`src/rtl/mac_pe_acc.sv`:
```
// Systolic-array processing element: weight-stationary psum chain or output-stationary
// local accumulation, with round/shift/saturate requantisation and a sticky overflow flag.
module mac_pe_acc #(
    parameter int DATA_W  = 8,
    parameter int ACC_W   = 24,
    parameter int SHIFT_W = 5
) (
    input  logic               clk_i,
    input  logic               rst_i,
    input  logic               mode_os_i,
    input  logic               load_w_i,
    input  logic               clear_acc_i,
    input  logic               drain_i,
    input  logic               sat_en_i,
    input  logic [SHIFT_W-1:0] shift_i,
    input  logic [DATA_W-1:0]  north_i,
    input  logic               north_valid_i,
    input  logic [DATA_W-1:0]  west_i,
    input  logic               west_valid_i,
    input  logic [ACC_W-1:0]   psum_i,
    input  logic               psum_valid_i,
    output logic [DATA_W-1:0]  east_o,
    output logic               east_valid_o,
    output logic [DATA_W-1:0]  south_o,
    output logic               south_valid_o,
    output logic [ACC_W-1:0]   psum_o,
    output logic               psum_valid_o,
    output logic [DATA_W-1:0]  result_o,
    output logic               result_valid_o,
    output logic               ovf_o
);
    localparam int PROD_W = 2 * DATA_W;
    localparam int D_MAX  = 2 ** (DATA_W - 1) - 1;
    localparam int D_MIN  = -(2 ** (DATA_W - 1));
    localparam logic signed [ACC_W-1:0] ACC_MAX = {1'b0, {(ACC_W-1){1'b1}}};
    localparam logic signed [ACC_W-1:0] ACC_MIN = {1'b1, {(ACC_W-1){1'b0}}};

    logic signed [DATA_W-1:0] r_weight;
    logic signed [ACC_W-1:0]  r_acc;
    logic [DATA_W-1:0]        r_east, r_south, r_result;
    logic [ACC_W-1:0]         r_psum;
    logic                     r_east_v, r_south_v, r_psum_v, r_result_v, r_ovf;

    logic signed [PROD_W-1:0] w_prod_ws, w_prod_os;
    logic signed [ACC_W-1:0]  w_ws_sum, w_os_sum;
    logic                     w_ws_clamp, w_os_clamp;
    logic [DATA_W-1:0]        w_rq_ws, w_rq_os;
    logic                     w_rq_ws_clamp, w_rq_os_clamp;
    logic                     w_ws_fire, w_os_fire, w_ovf_set;

    function automatic void sat_add(input logic signed [ACC_W-1:0] a,
                                    input logic signed [ACC_W-1:0] b,
                                    output logic signed [ACC_W-1:0] y,
                                    output logic clamp);
        logic signed [ACC_W:0] s;
        s     = (ACC_W+1)'(a) + (ACC_W+1)'(b);
        clamp = s[ACC_W] != s[ACC_W-1];
        y     = clamp ? (s[ACC_W] ? ACC_MIN : ACC_MAX) : s[ACC_W-1:0];
    endfunction

    // Shifts beyond ACC_W always round to 0, so the amount is capped to keep the bias in range.
    function automatic void requant(input logic signed [ACC_W-1:0] x,
                                    input logic [SHIFT_W-1:0] shift,
                                    input logic sat,
                                    output logic [DATA_W-1:0] y,
                                    output logic clamp);
        logic signed [ACC_W:0] xe;
        logic signed [ACC_W:0] r;
        int sh;
        sh = (int'(shift) > ACC_W) ? ACC_W : int'(shift);
        xe = (ACC_W+1)'(x);
        if (sh == 0) r = xe;
        else         r = (xe + ((ACC_W+1)'(1) <<< (sh - 1))) >>> sh;
        clamp = 1'b0;
        y     = r[DATA_W-1:0];
        if (sat && r > (ACC_W+1)'(D_MAX)) begin
            clamp = 1'b1;
            y     = DATA_W'(D_MAX);
        end else if (sat && r < (ACC_W+1)'(D_MIN)) begin
            clamp = 1'b1;
            y     = DATA_W'(D_MIN);
        end
    endfunction

    assign w_prod_ws = PROD_W'($signed(r_weight)) * PROD_W'($signed(west_i));
    assign w_prod_os = PROD_W'($signed(north_i)) * PROD_W'($signed(west_i));
    assign w_ws_fire = west_valid_i & psum_valid_i;
    assign w_os_fire = west_valid_i & north_valid_i;

    always_comb begin
        sat_add($signed(psum_i), ACC_W'(w_prod_ws), w_ws_sum, w_ws_clamp);
        sat_add(r_acc, ACC_W'(w_prod_os), w_os_sum, w_os_clamp);
        requant(w_ws_sum, shift_i, sat_en_i, w_rq_ws, w_rq_ws_clamp);
        requant(r_acc, shift_i, sat_en_i, w_rq_os, w_rq_os_clamp);
    end

    // Only clamps that actually reach a register count towards the sticky flag.
    assign w_ovf_set = mode_os_i
        ? ((w_os_fire & ~drain_i & ~clear_acc_i & w_os_clamp) | (drain_i & w_rq_os_clamp))
        : (w_ws_fire & (w_ws_clamp | (drain_i & w_rq_ws_clamp)));

    always_ff @(posedge clk_i) begin
        if (rst_i) begin
            r_weight   <= '0;
            r_acc      <= '0;
            r_east     <= '0;
            r_east_v   <= 1'b0;
            r_south    <= '0;
            r_south_v  <= 1'b0;
            r_psum     <= '0;
            r_psum_v   <= 1'b0;
            r_result   <= '0;
            r_result_v <= 1'b0;
            r_ovf      <= 1'b0;
        end else begin
            r_east     <= west_i;
            r_east_v   <= west_valid_i;
            r_south    <= north_i;
            r_south_v  <= north_valid_i;
            r_result_v <= 1'b0;
            if (load_w_i && north_valid_i)
                r_weight <= north_i;
            if (!mode_os_i) begin
                if (clear_acc_i)
                    r_acc <= '0;
                r_psum_v <= w_ws_fire;
                if (w_ws_fire) begin
                    r_psum <= w_ws_sum;
                    if (drain_i) begin
                        r_result   <= w_rq_ws;
                        r_result_v <= 1'b1;
                    end
                end
            end else begin
                r_psum   <= psum_i;
                r_psum_v <= psum_valid_i;
                if (drain_i) begin
                    r_result   <= w_rq_os;
                    r_result_v <= 1'b1;
                end
                // Drain/clear with a fire seeds the next tile directly with the product.
                if (drain_i || clear_acc_i)
                    r_acc <= w_os_fire ? ACC_W'(w_prod_os) : '0;
                else if (w_os_fire)
                    r_acc <= w_os_sum;
            end
            if (w_ovf_set)
                r_ovf <= 1'b1;
            else if (clear_acc_i)
                r_ovf <= 1'b0;
        end
    end

    assign east_o         = r_east;
    assign east_valid_o   = r_east_v;
    assign south_o        = r_south;
    assign south_valid_o  = r_south_v;
    assign psum_o         = r_psum;
    assign psum_valid_o   = r_psum_v;
    assign result_o       = r_result;
    assign result_valid_o = r_result_v;
    assign ovf_o          = r_ovf;
endmodule

```
`config.mk`:
```
export PLATFORM = sky130hd
export DESIGN_NAME = mac_pe_acc
export DESIGN_NICKNAME = d
export VERILOG_FILES = /design/src/rtl/mac_pe_acc.sv
export SDC_FILE = /design/constraint.sdc
export NUM_CORES = 1
export LEC_CHECK = 0
export CORE_MARGIN = 2
export CORE_UTILIZATION = 47
export CTS_BUF_LIST = sky130_fd_sc_hd__clkbuf_2
export CTS_CLUSTER_SIZE = 10
export DETAILED_ROUTE_END_ITERATION = 10
export GPL_TIMING_DRIVEN = 0
export PLACE_DENSITY_LB_ADDON = 0.12
export REMOVE_ABC_BUFFERS = 1
export SYNTH_ARGS = -nofsm -noshare
export SYNTH_HDL_FRONTEND = slang
export SYNTH_SLANG_ARGS = --single-unit
```
`constraint.sdc`:
```
create_clock -name clk_i -period 15.9 [get_ports clk_i]
set_input_delay 3.18 -clock clk_i [delete_from_list [all_inputs] [get_ports clk_i]]
set_output_delay 3.18 -clock clk_i [all_outputs]
set_load 0.02 [all_outputs]
```
==> flow_metrics.env, run 1 <==
export IMPL_status="finished clean"
export IMPL_antenna_found_initial=1
export IMPL_clock_latency_ps=730
export IMPL_synth_edff_count=0
export IMPL_synth_compound_area_share=0.2845
export IMPL_finalWirelength_um=74070
export IMPL_cpPeakStageDelay_ps=970
export IMPL_grt_pass1_wl_um=114200
export IMPL_start_util=0.4764
export IMPL_ctsHoldBuffers=0
export IMPL_clockRootBuffer="clkbuf_2"
export IMPL_yosysTopAreaCellShare=0.1698
export IMPL_final_min_clock_period_ps=15340
export IMPL_crit_path_end_kind="register"
export IMPL_start_kind="input pin"
export IMPL_ys_warn_count=0
export IMPL_cts_tree="done"
export IMPL_post_route_period_util=0.9647
export IMPL_synth_avg_cell_area_sq_um=7.439
export IMPL_synth_simple_area_share=0.2136
export IMPL_synth_seq_cells=85
export IMPL_clk_pin_slew_worst_paths_ps=280
export IMPL_grt_pass1_vias=18590
export IMPL_slew_headroom=0.07900
export IMPL_area_growth_pct=7.751
export IMPL_cp_required_ps=16570
export IMPL_synthAdderAreaFrac=0.2732
export IMPL_setup_viol=0
export IMPL_io_buffer_count=107
export IMPL_htreeDepth=3
export IMPL_io_pins=108
export IMPL_synth_top_family_by_area="compound AO/OA/AOI/OAI gates"
export IMPL_via_per_inst=6.347
export IMPL_max_cap_violations=0
export IMPL_crit_slowest_cell="clkdlybuf4s50_1"
export IMPL_async_reset_ff_frac=0
export IMPL_overflow=0
export IMPL_wl_per_cell_um=23.61
export IMPL_die_area_sq_um=43030
export IMPL_postLayoutCellArea_sq_um=20960
export IMPL_yosysSeqAreaShare=0.08748
export IMPL_min_delay_path_class="reg -> reg"
export IMPL_die_h_um=207.4
export IMPL_firstDrtPassIters=6
export IMPL_coreArea_sq_um=40830
export IMPL_r2r_cells=38
export IMPL_drt_iter0_drc=2009
export IMPL_worst_pin_slew_ps=1376
export IMPL_placementRows=74
export IMPL_reg2reg_from="r_weight[7]"
export IMPL_dp_hpwl_um=59510
export IMPL_drc=0
export IMPL_holdPathStages=1
export IMPL_netlist_top_cells_count="270 x nand2_1, 257 x nor2_1, 244 x a21oi_1"
export IMPL_synth_top_area_cell="fa_1"
export IMPL_dpl_instance_area_sq_um=20830
export IMPL_cts_made_buffers=9
export IMPL_finalHoldViolations=0
export IMPL_fmax_ghz=0.06519
export IMPL_synth_xor_area_frac=0.04207
export IMPL_yosysUniqueCellTypes=107
export IMPL_cts_num_sinks=85
export IMPL_synth_area_mux_share=0.02541
export IMPL_yosysMostFrequentCell="nand2_1"
export IMPL_drive_above_1_share=0.04683
export IMPL_maxSlewViolCount=0
export IMPL_critical_path_most_common_cell="a21oi_1"
export IMPL_path_class="in -> reg"
export IMPL_grtUsageTotal=0.3405
export IMPL_critPathArrivalTime_ps=16010
export IMPL_clk_path_buf_depth=2
export IMPL_die_w_um=207.4
export IMPL_finalNetCount=2980
export IMPL_fin_skew_ps=23.95
export IMPL_final_antenna_net_count=0
export IMPL_synthTopCellsByArea="fa_1 17%, ha_1 10%, dfxtp_1 8.7%, a21oi_1 6.3%, nand2_1 5.2%"
export IMPL_startpoint="west_i[3]"
export IMPL_path_max_fanout=31
export IMPL_ys_flop_type="dfxtp_1"
export IMPL_routed_via_count=19920
export IMPL_grt_max_degree=79
export IMPL_place_congestion=1.012
export IMPL_hp_start="result_o[3]"
export IMPL_syn_area_sq_um=19450
export IMPL_synthCells=2615
[sequential cells by signal, indices dropped and copies added, names as in the netlist, 8 cells and up]
register,count
r_weight,8
east_o,8
south_o,8
result_o,8
r_acc,24
psum_o,24
[path summary, 6_finish.rpt]
kind                 end  slack (ps)
max          result_o[7]         560
min reg2reg  result_o[3]         530
min          result_o[3]         530
max reg2reg  result_o[7]        3450
[critical path, delay by kind of cell]
kind            cells  cell delay, ps
xor+xnor            1             370
buf+inv             5            1780
compound gates     22            6240
simple gates        3             760
fa+ha+maj           8            3640
[per-stage QoR]
step / hold WS (ps) / setup slack [ps] / utilization / setup TNS [ps] / instances
global placement: 471.1 / -2741 / 0.5059 / -23960 / 3114
CTS: 531.4 / 264.1 / 0.5126 / 0 / 3137
finish: 527.0 / 561.4 / 0.5133 / 0 / 3138
floorplan: 461.4 / 2573 / - / 0 / 2475
global route: 558.8 / -7.111 / 0.5133 / -7.111 / 3138
detailed placement: 474.6 / -1443 / 0.5102 / -12690 / 3121
[repair_timing]
action,CTS,global route
buffers inserted,0,0
pin swaps,0,0
endpoints found under the hold margin,0,0
gates resized for setup,3,13
endpoints found under the setup margin,9,9
[kinds of logic after synthesis]
group / Yosys count
fa+ha+maj: 326
mux: 44
xor+xnor: 88
flops: 85
simple gates: 882
buf+inv: 379
compound gates: 811
[placed cells by master (no fill, tap or decap), types with 26 or more instances in the layout]
master and n:
nand2_1 270, nor2_1 256, a21oi_1 241, inv_1 234
fa_1 165, ha_1 159, o21ai_0 115, clkdlybuf4s50_1 99
dfxtp_1 85, and2_1 79, nand3_1 62, xnor2_1 58
o211ai_1 53, a21o_1 42, nor3_1 42, a211oi_1 41
o21a_1 33, a31oi_1 30, mux2i_1 30, nor2b_1 28
o21bai_1 27, xor2_1 27, nand2b_1 26
[cell type report]
| class | count | area (sq um) |
|---|---|---|
| diodes | 1 | 2.502 |
| clock buffers | 9 | 45.04 |
| clock inverters | 7 | 48.80 |
| fillers | 4056 | 19870 |
| inverters | 239 | 903.4 |
| multi-input cells | 2151 | 16370 |
| flip-flops and latches | 85 | 1702 |
| well taps | 532 | 665.6 |
| repair buffers | 114 | 1221 |
[layer usage]
metal,vias to the layer above,share of wire,global-route usage
li1,9224,-,-
met1,9656,0.46,0.5066
met2,912,0.42,0.5010
met3,124,0.086,0.05083
met4,0,0.033,0.1138
met5,-,0,0
Power of run 1 is not shown: default switching activity piles up to over one toggle a cycle in this logic, so the estimate is an artifact.
==> run 2: changes to the inputs <==
- SETUP_SLACK_MARGIN: unset -> 0.15
- SLEW_MARGIN: unset -> 20
==> run 2 against run 1 <==
Effect of this change: clock skew increased by 7.8 ps; core utilization increased by 0.17 points; cell count about the same; critical path depth unchanged; flip-flop and latch count unchanged; worst setup slack gained 210 ps; first-iteration DRC count is 3.1% lower; routed wire length hardly changed; count of clock-buffer cells in the layout rose by 1; global-route usage barely moved; critical path type unchanged; largest cell class unchanged; highest routed layer unchanged.
==> flow_metrics.env, run 2 (synthesized netlist as in run 1, its figures left out) <==
export IMPL_routed_via_count=19940
export IMPL_rsz0062_at_grt="no"
export IMPL_drt_iter0_drc=1947
export IMPL_grt_pass1_vias=18530
export IMPL_drc=0
export IMPL_seqCellArea_sq_um=1702
export IMPL_overflow=0
export IMPL_dp_hpwl_um=59760
export IMPL_coreArea_sq_um=40830
export IMPL_min_delay_path_class="reg -> reg"
export IMPL_area_growth_pct=8.098
export IMPL_slew_headroom=0.2155
export IMPL_clock_latency_ps=750
export IMPL_die_w_um=207.4
export IMPL_fin_skew_ps=31.75
export IMPL_placementRows=74
export IMPL_pre_cts_ws_ps=-1143
export IMPL_path_max_fanout=31
export IMPL_setup_viol=0
export IMPL_crit_path_end_kind="register"
export IMPL_maxSlewViolCount=0
export IMPL_firstDrtPassIters=6
export IMPL_grtUsageTotal=0.3409
export IMPL_crit_slowest_cell="clkdlybuf4s50_1"
export IMPL_antenna_found_initial=1
export IMPL_critPathArrivalTime_ps=15790
export IMPL_die_area_sq_um=43030
export IMPL_multi_input_area_sq_um=16410
export IMPL_grt_max_degree=66
export IMPL_layout_setup_ws_ps=766.5
export IMPL_final_antenna_net_count=0
export IMPL_place_congestion=1.012
export IMPL_post_layout_nonfiller_instances=3140
export IMPL_post_route_period_util=0.9518
export IMPL_grt_pass1_wl_um=114100
export IMPL_ctsHoldBuffers=0
export IMPL_max_cap_violations=0
export IMPL_start_util=0.4764
export IMPL_finalNetCount=2983
export IMPL_fill_cells=4052
export IMPL_clockRootBuffer="clkbuf_2"
export IMPL_drive_above_1_share=0.05025
export IMPL_path_class="in -> reg"
export IMPL_post_cts_buffers=0
export IMPL_clk_pin_slew_worst_paths_ps=230
export IMPL_mostFrequentLayoutCell="nand2_1"
export IMPL_worst_pin_slew_ps=1165
export IMPL_htreeDepth=3
export IMPL_finish_utilization=0.5150
export IMPL_finalWirelength_um=74140
export IMPL_io_pins=108
export IMPL_io_buffer_count=107
export IMPL_dpl_instance_area_sq_um=20890
export IMPL_start_kind="input pin"
export IMPL_clk_path_buf_depth=2
export IMPL_placed_cells=3124
export IMPL_cp_required_ps=16550
export IMPL_via_per_inst=6.351
export IMPL_fmax_ghz=0.06608
export IMPL_die_h_um=207.4
export IMPL_wl_per_cell_um=23.61
export IMPL_final_min_clock_period_ps=15130
export IMPL_postLayoutCellArea_sq_um=21030
export IMPL_finalHoldViolations=0
export IMPL_cts_made_buffers=9
export IMPL_status="finished clean"
export IMPL_cts_tree="done"
export IMPL_cpPeakStageDelay_ps=840
export IMPL_final_cell_mix="269 x nand2_1, 255 x nor2_1, 241 x a21oi_1"
export IMPL_cts_num_sinks=85
[run 2: cell types whose count changed in the layout (fill, tap and decap cells not counted), moves of 2 or more]
cell | before | now
buf_12 | 2 | 4
xnor2_1 | 58 | 56
xnor2_2 | 0 | 2
clkinv_2 | 0 | 2
inv_6 | 2 | 0
[run 2: final timing paths]
| path | slack, ps | cells after the start | startpoint | endpoint |
|---|---|---|---|---|
| worst min register to register | 520 | 1 | result_o[3] | result_o[3] |
| worst max-delay path | 770 | 39 | west_i[4] | result_o[2] |
| worst min-delay path | 520 | 1 | result_o[3] | result_o[3] |
| worst max register to register | 3620 | 38 | r_weight[7] | result_o[2] |
[run 2: layer usage]
layer | up-vias | GRT usage | routed length [um]
met5 | - | 0 | 0
met4 | 0 | 0.1131 | 2377
met3 | 112 | 0.04992 | 6423
met2 | 945 | 0.5010 | 31280
met1 | 9655 | 0.5084 | 34060
li1 | 9231 | - | -
[run 2: repair_timing]
action                                 CTS  global route
endpoints found under the hold margin    0             0
pin swaps                                0             0
resized for setup                        2            13
gates cloned                             0             0
setup endpoints to repair                9             9
[run 2: layout make-up]
cell class | instances | share of cell area
repair buffers | 117 | 0.06004
clock inverters | 5 | 0.001369
well taps | 532 | 0.03166
diodes | 1 | 0.0001190
clock buffers | 10 | 0.002380
multi-input cells | 2151 | 0.7804
inverters | 239 | 0.04308
flip-flops and latches | 85 | 0.08092
[run 2: critical path: cells and delay by family]
kind                     cells  cell delay, ps
AND/OR/NAND/NOR              4             830
adder cells (fa/ha/maj)      8            3770
buffers and inverters        5            1450
XOR/XNOR                     2             540
AO/OA/AOI/OAI               20            5940
[run 2: stage by stage]
stage,hold WS (ps),TNS (ps)
detailed placement,468.5,-9994
global placement,471.1,-23960
CTS,516.2,0
global route,544.3,0
finish,515.8,0
floorplan,461.4,0
Power of run 2 is left out for the same reason.
==> run 3: changes to the inputs <==
- CORE_ASPECT_RATIO: unset -> 0.6
- CTS_CLUSTER_SIZE: 10 -> unset
==> run 3 against run 2 <==
Effect of this change: worst hold slack better by 12 ps; flip-flop and latch count stayed put; core utilization is 0.45 points higher; register-to-register slack worse by 130 ps; fmax is 0.62% lower; non-clock buffer count is 1 higher; sequential share of layout area hardly changed; worst setup slack worse by 94 ps; routed wire length is 4.5% higher; cell area is 0.43% higher; first-iteration DRC count is 36% higher; count of clock-buffer cells in the layout is 1 lower.
==> flow_metrics.env, run 3 (synthesized netlist as in run 1, its figures left out) <==
export IMPL_status="finished clean"
export IMPL_startpoint="west_i[0]"
export IMPL_min_delay_path_class="reg -> reg"
export IMPL_io_pins=108
export IMPL_fmax_ghz=0.06567
export IMPL_cts_made_buffers=9
export IMPL_start_kind="input pin"
export IMPL_cts_tree="done"
export IMPL_drive_above_1_share=0.05328
export IMPL_io_buffer_count=107
export IMPL_worst_pin_slew_ps=1268
export IMPL_placementRows=57
export IMPL_drc=0
export IMPL_die_h_um=161.6
export IMPL_postLayoutCellArea_sq_um=21120
export IMPL_fill_cells=3948
export IMPL_firstDrtPassIters=6
export IMPL_crit_path_end_kind="register"
export IMPL_cp_required_ps=16500
export IMPL_maxSlewViolCount=0
export IMPL_dp_hpwl_um=63020
export IMPL_finalWirelength_um=77440
export IMPL_critPathArrivalTime_ps=15820
export IMPL_reg2reg_from="r_weight[7]"
export IMPL_path_class="in -> reg"
export IMPL_setup_viol=0
export IMPL_post_layout_nonfiller_instances=3141
export IMPL_post_route_period_util=0.9577
export IMPL_final_cell_mix="270 x nand2_1, 254 x nor2_1, 240 x a21oi_1"
export IMPL_via_per_inst=6.443
export IMPL_max_cap_violations=0
export IMPL_clockRootBuffer="clkbuf_2"
export IMPL_grt_max_degree=67
export IMPL_drt_iter0_drc=2654
export IMPL_slew_headroom=0.1483
export IMPL_ctsHoldBuffers=0
export IMPL_wl_per_cell_um=24.66
export IMPL_finalNetCount=2984
export IMPL_place_congestion=1.009
export IMPL_area_growth_pct=8.561
export IMPL_cts_num_sinks=85
export IMPL_clock_latency_ps=710
export IMPL_die_area_sq_um=43090
export IMPL_hp_start="result_o[6]"
export IMPL_dpl_instance_area_sq_um=20890
export IMPL_final_min_clock_period_ps=15230
export IMPL_multi_input_area_sq_um=16450
export IMPL_die_w_um=266.6
export IMPL_grt_pass1_vias=18730
export IMPL_clk_path_buf_depth=2
export IMPL_mostFrequentLayoutCell="nand2_1"
export IMPL_overflow=0
export IMPL_start_util=0.4785
export IMPL_routed_via_count=20240
export IMPL_grtUsageTotal=0.3578
export IMPL_seqCellArea_sq_um=1702
export IMPL_placed_cells=3121
export IMPL_htreeDepth=3
export IMPL_path_max_fanout=31
export IMPL_rsz0062_at_grt="no"
export IMPL_crit_slowest_cell="clkdlybuf4s50_1"
export IMPL_final_antenna_net_count=0
export IMPL_grt_pass1_wl_um=117400
export IMPL_coreArea_sq_um=40650
export IMPL_antenna_found_initial=2
export IMPL_clk_pin_slew_worst_paths_ps=290
export IMPL_finalHoldViolations=0
export IMPL_fin_skew_ps=62.77
export IMPL_cpPeakStageDelay_ps=970
## run 3: cell count changes in the layout (fill, tap and decap cells not counted), moves of 2 or more
cell and delta:
a21boi_1 -4, a21boi_2 +3, a21boi_4 +2, buf_4 +3, clkinv_2 -2, inv_8 +2
o21ai_0 -3, o21ai_1 +4
## run 3: through the flow
stage                       util  setup TNS, ps  hold WS (ps)  setup WS (ps)
after global routing      0.5195              0         550.9          142.0
after CTS                 0.5173              0         528.8          244.1
after detailed placement  0.5138         -10970         467.4          -1245
final                     0.5195              0         527.6          672.4
after global placement    0.5081         -23320         474.1          -2720
after floorplan                -              0         461.4           2573
## run 3: worst paths after layout
path / end / slack (ps) / cells past startpoint
max: result_o[7] / 670 / 41
min: result_o[6] / 530 / 1
max reg2reg: result_o[7] / 3490 / 37
min reg2reg: result_o[6] / 530 / 1
## run 3: area by class of cell
type	instances	area share
Clock inverter	7	0.004444
Multi-Input combinational cell	2151	0.7789
Sequential cell	85	0.08058
Tap cell	531	0.03146
Inverter	239	0.04290
Antenna cell	1	0.0001185
Timing Repair Buffer	118	0.05949
Clock buffer	9	0.002133
## run 3: routing by layer
metal,vias up,part of all wire,track usage
li1,9251,-,-
met1,9841,0.47,0.5526
met2,1040,0.39,0.4845
met3,104,0.12,0.09346
met4,0,0.028,0.08657
met5,-,0,0
## run 3: what timing repair did
action	in CTS	in global routing
endpoints found under the setup margin	9	9
endpoints found under the hold margin	0	0
buffers inserted	0	3
gates resized for setup	3	15
## run 3: worst max-delay path, delay by kind of cell
family / cells / cell delay, ps
compound gates: 22 / 6030
xor+xnor: 1 / 320
fa+ha+maj: 8 / 3720
buf+inv: 8 / 1790
simple gates: 2 / 750
Power of run 3 is left out for the same reason.
